<file path="config.mk">
export PLATFORM = sky130hd
export DESIGN_NAME = gpu_op_executor
export DESIGN_NICKNAME = d
export VERILOG_FILES = /design/src/rtl/gpu_pkg.sv /design/src/rtl/gpu_rect_walker.sv /design/src/rtl/gpu_op_executor.sv
export SDC_FILE = /design/constraint.sdc
export NUM_CORES = 1
export LEC_CHECK = 0
export CAP_MARGIN = 20
export CORE_MARGIN = 2
export CORE_UTILIZATION = 64
export CTS_BUF_LIST = sky130_fd_sc_hd__clkbuf_2
export DETAILED_ROUTE_END_ITERATION = 8
export GPL_ROUTABILITY_DRIVEN = 0
export PLACE_DENSITY = 0.95
export SYNTH_ARGS = -nofsm -noshare
export SYNTH_HDL_FRONTEND = slang
export SYNTH_SLANG_ARGS = --single-unit
</file>
<file path="constraint.sdc">
create_clock -name clk -period 7.3 [get_ports clk]
set_input_delay 1.095 -clock clk [delete_from_list [all_inputs] [get_ports clk]]
set_output_delay 1.095 -clock clk [all_outputs]
set_load 0.005 [all_outputs]
</file>
<file path="src/rtl/gpu_pkg.sv">
// Shared definitions for the draw-op executor: op record, sprite texel layout, FSM states.
package gpu_pkg;

   typedef struct packed {
      logic [10:0] x;
      logic [10:0] y;
      logic [10:0] width;
      logic [10:0] height;
      logic        color;
      logic        mem_en;
      logic [11:0] mem_addr;
      logic        scale;
   } gpu_op_t;

   localparam int unsigned SPR_OPAQUE_BIT = 1;
   localparam int unsigned SPR_COLOR_BIT  = 0;

   typedef enum logic [1:0] {
      IDLE  = 2'd0,
      LATCH = 2'd1,
      DRAW  = 2'd2,
      DRAIN = 2'd3
   } gpu_state_e;

endpackage

</file>
<file path="src/rtl/gpu_rect_walker.sv">
// Rectangle iterator: walks dx/dy across an op and tracks framebuffer and sprite row bases.
module gpu_rect_walker
   import gpu_pkg::*;
#(
   parameter int unsigned HOR_ACTIVE_PIXELS = 640,
   parameter int unsigned FB_ADDR_WIDTH     = 19
) (
   input  logic                     clk,
   input  logic                     rst_n,
   input  logic                     ce,
   input  logic                     start_i,
   input  logic [10:0]              start_y_i,
   input  logic                     step_i,
   input  logic [10:0]              width_i,
   input  logic [10:0]              height_i,
   input  logic                     scale_i,
   output logic [10:0]              dx_o,
   output logic [10:0]              dy_o,
   output logic [FB_ADDR_WIDTH-1:0] row_base_o,
   output logic [11:0]              tex_row_base_o,
   output logic                     last_o
);

   logic [10:0]              dx_q, dx_d;
   logic [10:0]              dy_q, dy_d;
   logic [FB_ADDR_WIDTH-1:0] row_base_q, row_base_d;
   logic [11:0]              tex_row_base_q, tex_row_base_d;
   logic                     row_end;
   logic [11:0]              stride;

   always_comb begin
      row_end        = (dx_q == width_i - 11'd1);
      last_o         = row_end && (dy_q == height_i - 11'd1);
      stride         = {1'b0, width_i} >> scale_i;
      dx_d           = dx_q;
      dy_d           = dy_q;
      row_base_d     = row_base_q;
      tex_row_base_d = tex_row_base_q;
      if (start_i) begin
         dx_d           = '0;
         dy_d           = '0;
         tex_row_base_d = '0;
         row_base_d     = FB_ADDR_WIDTH'(start_y_i) * FB_ADDR_WIDTH'(HOR_ACTIVE_PIXELS);
      end else if (step_i) begin
         if (row_end) begin
            dx_d       = '0;
            dy_d       = dy_q + 11'd1;
            row_base_d = row_base_q + FB_ADDR_WIDTH'(HOR_ACTIVE_PIXELS);
            // at 2x a sprite row is reused for two screen rows: advance only after odd dy
            if (!scale_i || dy_q[0]) begin
               tex_row_base_d = tex_row_base_q + stride;
            end
         end else begin
            dx_d = dx_q + 11'd1;
         end
      end
   end

   always_ff @(posedge clk or negedge rst_n) begin
      if (!rst_n) begin
         dx_q           <= '0;
         dy_q           <= '0;
         row_base_q     <= '0;
         tex_row_base_q <= '0;
      end else if (ce) begin
         dx_q           <= dx_d;
         dy_q           <= dy_d;
         row_base_q     <= row_base_d;
         tex_row_base_q <= tex_row_base_d;
      end
   end

   assign dx_o           = dx_q;
   assign dy_o           = dy_q;
   assign row_base_o     = row_base_q;
   assign tex_row_base_o = tex_row_base_q;

endmodule

</file>
<file path="src/rtl/gpu_op_executor.sv">
// Draw-op executor: pops gpu_op_t records and rasterizes rectangles/sprites one pixel per cycle.
module gpu_op_executor
   import gpu_pkg::*;
#(
   parameter int unsigned HOR_ACTIVE_PIXELS = 640,
   parameter int unsigned VER_ACTIVE_PIXELS = 480,
   parameter int unsigned SPR_ADDR_WIDTH    = 12,
   parameter int unsigned FB_ADDR_WIDTH     = $clog2(HOR_ACTIVE_PIXELS*VER_ACTIVE_PIXELS)
) (
   input  logic                      clk,
   input  logic                      rst_n,
   input  logic                      ce,
   input  gpu_op_t                   op_in,
   input  logic                      op_empty,
   output logic                      op_rd_en,
   output logic [SPR_ADDR_WIDTH-1:0] spr_addr,
   input  logic [1:0]                spr_data,
   output logic                      fb_wr_en,
   output logic [FB_ADDR_WIDTH-1:0]  fb_wr_addr,
   output logic                      fb_wr_data,
   output logic                      busy
);

   gpu_state_e                state_q, state_d;
   gpu_op_t                   op_q, op_d;
   logic [SPR_ADDR_WIDTH-1:0] spr_addr_q, spr_addr_d;
   logic                      vis_q, vis_d;
   logic [FB_ADDR_WIDTH-1:0]  wr_addr_q, wr_addr_d;

   logic [10:0]               dx, dy;
   logic [FB_ADDR_WIDTH-1:0]  row_base;
   logic [11:0]               tex_row_base;
   logic                      walk_last;
   logic [11:0]               px, py;

   gpu_rect_walker #(
      .HOR_ACTIVE_PIXELS (HOR_ACTIVE_PIXELS),
      .FB_ADDR_WIDTH     (FB_ADDR_WIDTH)
   ) u_walker (
      .clk            (clk),
      .rst_n          (rst_n),
      .ce             (ce),
      .start_i        (state_q == LATCH),
      .start_y_i      (op_in.y),
      .step_i         (state_q == DRAW),
      .width_i        (op_q.width),
      .height_i       (op_q.height),
      .scale_i        (op_q.scale),
      .dx_o           (dx),
      .dy_o           (dy),
      .row_base_o     (row_base),
      .tex_row_base_o (tex_row_base),
      .last_o         (walk_last)
   );

   // pop strobe is combinational so the LATCH cycle already sees the FIFO read data
   assign op_rd_en = rst_n && ce && (state_q == IDLE) && !op_empty;

   always_comb begin
      state_d    = state_q;
      op_d       = op_q;
      spr_addr_d = spr_addr_q;
      vis_d      = 1'b0;
      wr_addr_d  = wr_addr_q;
      px         = {1'b0, op_q.x} + {1'b0, dx};
      py         = {1'b0, op_q.y} + {1'b0, dy};
      case (state_q)
         IDLE: begin
            if (op_rd_en) state_d = LATCH;
         end
         LATCH: begin
            op_d    = op_in;
            state_d = (op_in.width == '0 || op_in.height == '0) ? DRAIN : DRAW;
         end
         DRAW: begin
            spr_addr_d = SPR_ADDR_WIDTH'(op_q.mem_addr) + SPR_ADDR_WIDTH'(tex_row_base)
                       + SPR_ADDR_WIDTH'(dx >> op_q.scale);
            vis_d      = (px < 12'(HOR_ACTIVE_PIXELS)) && (py < 12'(VER_ACTIVE_PIXELS));
            wr_addr_d  = row_base + FB_ADDR_WIDTH'(px);
            if (walk_last) state_d = DRAIN;
         end
         DRAIN: begin
            state_d = IDLE;
         end
         default: state_d = IDLE;
      endcase
   end

   always_ff @(posedge clk or negedge rst_n) begin
      if (!rst_n) begin
         state_q    <= IDLE;
         op_q       <= '0;
         spr_addr_q <= '0;
         vis_q      <= 1'b0;
         wr_addr_q  <= '0;
      end else if (ce) begin
         state_q    <= state_d;
         op_q       <= op_d;
         spr_addr_q <= spr_addr_d;
         vis_q      <= vis_d;
         wr_addr_q  <= wr_addr_d;
      end
   end

   // stage B merges the texel returned for the registered address in the same cycle
   assign fb_wr_en   = vis_q && (!op_q.mem_en || spr_data[SPR_OPAQUE_BIT]);
   assign fb_wr_data = op_q.mem_en ? spr_data[SPR_COLOR_BIT] : op_q.color;
   assign fb_wr_addr = wr_addr_q;
   assign spr_addr   = spr_addr_q;
   assign busy       = op_rd_en || (state_q != IDLE);

endmodule

</file>
==> flow_metrics.py <==
metrics = {
    "grt": {
        "grt_max_degree": 92,
        "grt_util_all_layers": 0.302,
        "grt_pass1_vias": 7832,
        "grt_antenna_before_repair": 1,
        "grt_overflow": 0,
        "grt_pass1_wl_mm": 38.4,
    },
    "synth": {
        "ys_seq_elements": 139,
        "synth_ff_type": "dfrtp_1",
        "synth_cells": 969,
        "synth_fa_ha_area_frac": 0.130,
        "synth_warnings": 0,
        "synth_top_family_by_area": "simple AND/OR/NAND/NOR gates",
        "yosysTopAreaCell": "dfrtp_1",
        "synth_cell_type_count": 76,
        "netlist.area_leader.share": 0.364,
        "synth_edf_count": 0,
        "post_synth_main_area_contributors": "dfrtp_1 36%, ha_1 9.8%, mux2_2 9.8%, xnor2_1 3.8%, xor2_1 3.5%",
        "syn_avg_cell_area_um2": 9.86,
        "synth_xor_area_frac": 0.0733,
        "async_flop_share": 1.00,
        "ys_seq_area_frac": 0.364,
        "yosysMostFrequentCell": "dfrtp_1",
        "muxShareOfSynthArea": 0.107,
        "mappedNetlistArea_um2": 9560,
        "synth_compound_area_frac": 0.142,
        "synth_commonest_cells": "139 x dfrtp_1, 83 x mux2_2, 81 x nand2_1, 75 x ha_1, 66 x nor2_1",
        "syn_nets": 1124,
        "synthSimpleGateAreaFrac": 0.151,
    },
    "sta": {
        "finalSetupTns_ns": 0,
        "period_needed_ns": 4.30,
        "relSlewSlack": 0.360,
        "rsz0062_at_grt": "no",
        "setup_viol": 0,
        "post-route-period-util": 0.589,
        "fmax_ghz": 0.232,
        "worst_slew_pin_slew_ns": 0.960,
        "fin_skew_ns": 0.0530,
        "finalHoldViolCount": 0,
        "final_max_slew_viol_count": 0,
    },
    "critical_path": {
        "r2r_cells": 16,
        "r2r-end": "fb_wr_addr[15]",
        "worstPathRequired_ns": 8.00,
        "worstSetupStartpointType": "register",
        "path_class": "reg2reg",
        "rrSetupSlack_ns": 3.00,
        "rr_startpoint": "u_walker.dx_o[0]",
        "cp_max_fo": 7,
        "cp_data_arrival_time_ns": 5.00,
        "end_kind": "register",
    },
    "routing": {
        "ant_nets": 0,
        "wl_per_cell_um": 18.7,
        "drc_errors": 0,
        "first_iter_violations": 830,
        "viasPerCell": 6.38,
        "routed_wl_mm": 23.4,
        "vias": 7991,
        "dr.pass1.iters": 5,
    },
    "clock_network": {
        "clock_latency_ns": 0.79,
        "cts_tree": "done",
        "cts_resized": 0,
        "cts.hold.buffers_added": 0,
        "htree_levels": 4,
        "clockRootBuffer": "clkbuf_2",
        "cts_buffer_depth": 2,
        "cts_setup_buffers": 0,
        "clock_sinks": 139,
        "cts-buffers-inserted": 17,
        "clk_pin_slew_worst_paths_ns": 0.25,
    },
    "floorplanning": {
        "die_area_um2": 15900,
        "io_pins": 100,
        "die_x_um": 126,
        "start_util": 0.655,
        "num_rows": 44,
        "die_y_um": 126,
        "core_um2": 14600,
    },
    "final_layout": {
        "drive_above_1_share": 0.127,
        "layout.nets": 1209,
        "nFillCells": 933,
        "post-route-util": 0.751,
        "area.growth.synth_to_final_pct": 14.6,
    },
    "power_and_ir_drop": {
        "power_density_nw_per_um2": 459,
        "peakVddDrop_mv": 0.264,
        "total_power_w": 0.00503,
        "p_leak_nw": 4.87,
    },
    "status": {
        "status": "finished, final reports clean",
    },
    "place": {
        "io_buffers": 99,
        "hpwl_mm": 17.0,
    },
    "flow_run": {
        "maxCapViolations": 0,
    },
    "min_path": {
        "min_path_type": "in2async",
    },
}
[power breakdown]
group | switching (W) | leakage, nW | internal (W) | total, W
registers | 0.000429 | 1.68 | 0.00110 | 0.00153
logic | 0.00155 | 3.03 | 0.00141 | 0.00296
clock network | 0.000310 | 0.160 | 0.000225 | 0.000536
[stage by stage]
stage,hold WS [ns],setup WS [ns],instance area [um^2],instances
after detailed placement,0.470,3.11,10700,1218
final,0.346,3.00,11000,1252
after global routing,0.346,2.74,11000,1252
after global placement,0.454,3.25,10700,1218
after floorplan,0.463,3.58,9560,969
after CTS,0.331,3.03,10900,1250
[cell type report]
type | instances | area (um^2) | area share
Sequential cell | 139 | 3480 | 0.317
Tap cell | 184 | 230 | 0.0210
Clock buffer | 17 | 85.1 | 0.00776
Timing Repair Buffer | 104 | 1040 | 0.0947
Clock inverter | 15 | 196 | 0.0179
Multi-Input combinational cell | 751 | 5770 | 0.527
Antenna cell | 1 | 2.50 | 0.000228
Inverter | 41 | 154 | 0.0140
[placed cells by master (no fill, tap or decap), drive strengths merged, types with 38 or more instances in the layout]
cell type / n
clkdlybuf4s50: 98
mux2: 83
a21oi: 40
xnor2: 42
xor2: 38
dfrtp: 139
ha: 75
nor2: 67
o21ai: 52
inv: 43
nand2: 81
[registers in the layout, summed over array words and instances (netlist names)]
name / flops
fb_wr_addr: 19
spr_addr: 12
state_q: 2
op_q: 59
u_walker.dx_o: 11
u_walker.dy_o: 11
u_walker.row_base_o: 12
vis_q: 1
u_walker.tex_row_base_o: 12
[logic make-up after synthesis]
logic type	Yosys count
simple gates	290
xor+xnor	80
mux	92
buf+inv	79
other cells	1
fa+ha+maj	90
flops	139
compound gates	198
[how the worst max path moves through the flow]
stage | cells past startpoint | start | end | slack (ns)
2_1_floorplan | 16 | u_walker.dx_o[0] | fb_wr_addr[15] | 3.58
3_3_place_gp | 12 | op_in[38] | u_walker.row_base_o[18] | 3.25
3_5_place_dp | 12 | op_in[40] | u_walker.row_base_o[18] | 3.11
4_1_cts | 16 | u_walker.dx_o[0] | fb_wr_addr[15] | 3.03
5_1_grt | 16 | u_walker.dx_o[0] | fb_wr_addr[15] | 2.74
6_report | 16 | u_walker.dx_o[0] | fb_wr_addr[15] | 3.00
[critical path, stage by stage, from the launching register on]
cell      delay (ns)
dfrtp_1         0.51
ha_1            0.25
fa_1            0.42
a211oi_2        0.37
o21bai_1        0.13
a2111o_1        0.44
nand2_1         0.08
xnor2_1         0.18
ha_1            0.34
a21o_1          0.19
a21o_1          0.19
a21oi_1         0.26
nor2b_1         0.09
o21ai_0         0.37
nor2_1          0.12
xnor2_1         0.13
o21ai_0         0.17
[layer usage]
metal  GRT usage  up-vias  share of wire
met3      0.0760       89          0.087
li1            -     3673              -
met4       0.125        0          0.034
met5           0        -              0
met1       0.400     3794           0.42
met2       0.479      435           0.46
Note: power is estimated with default switching activity, not from simulation.
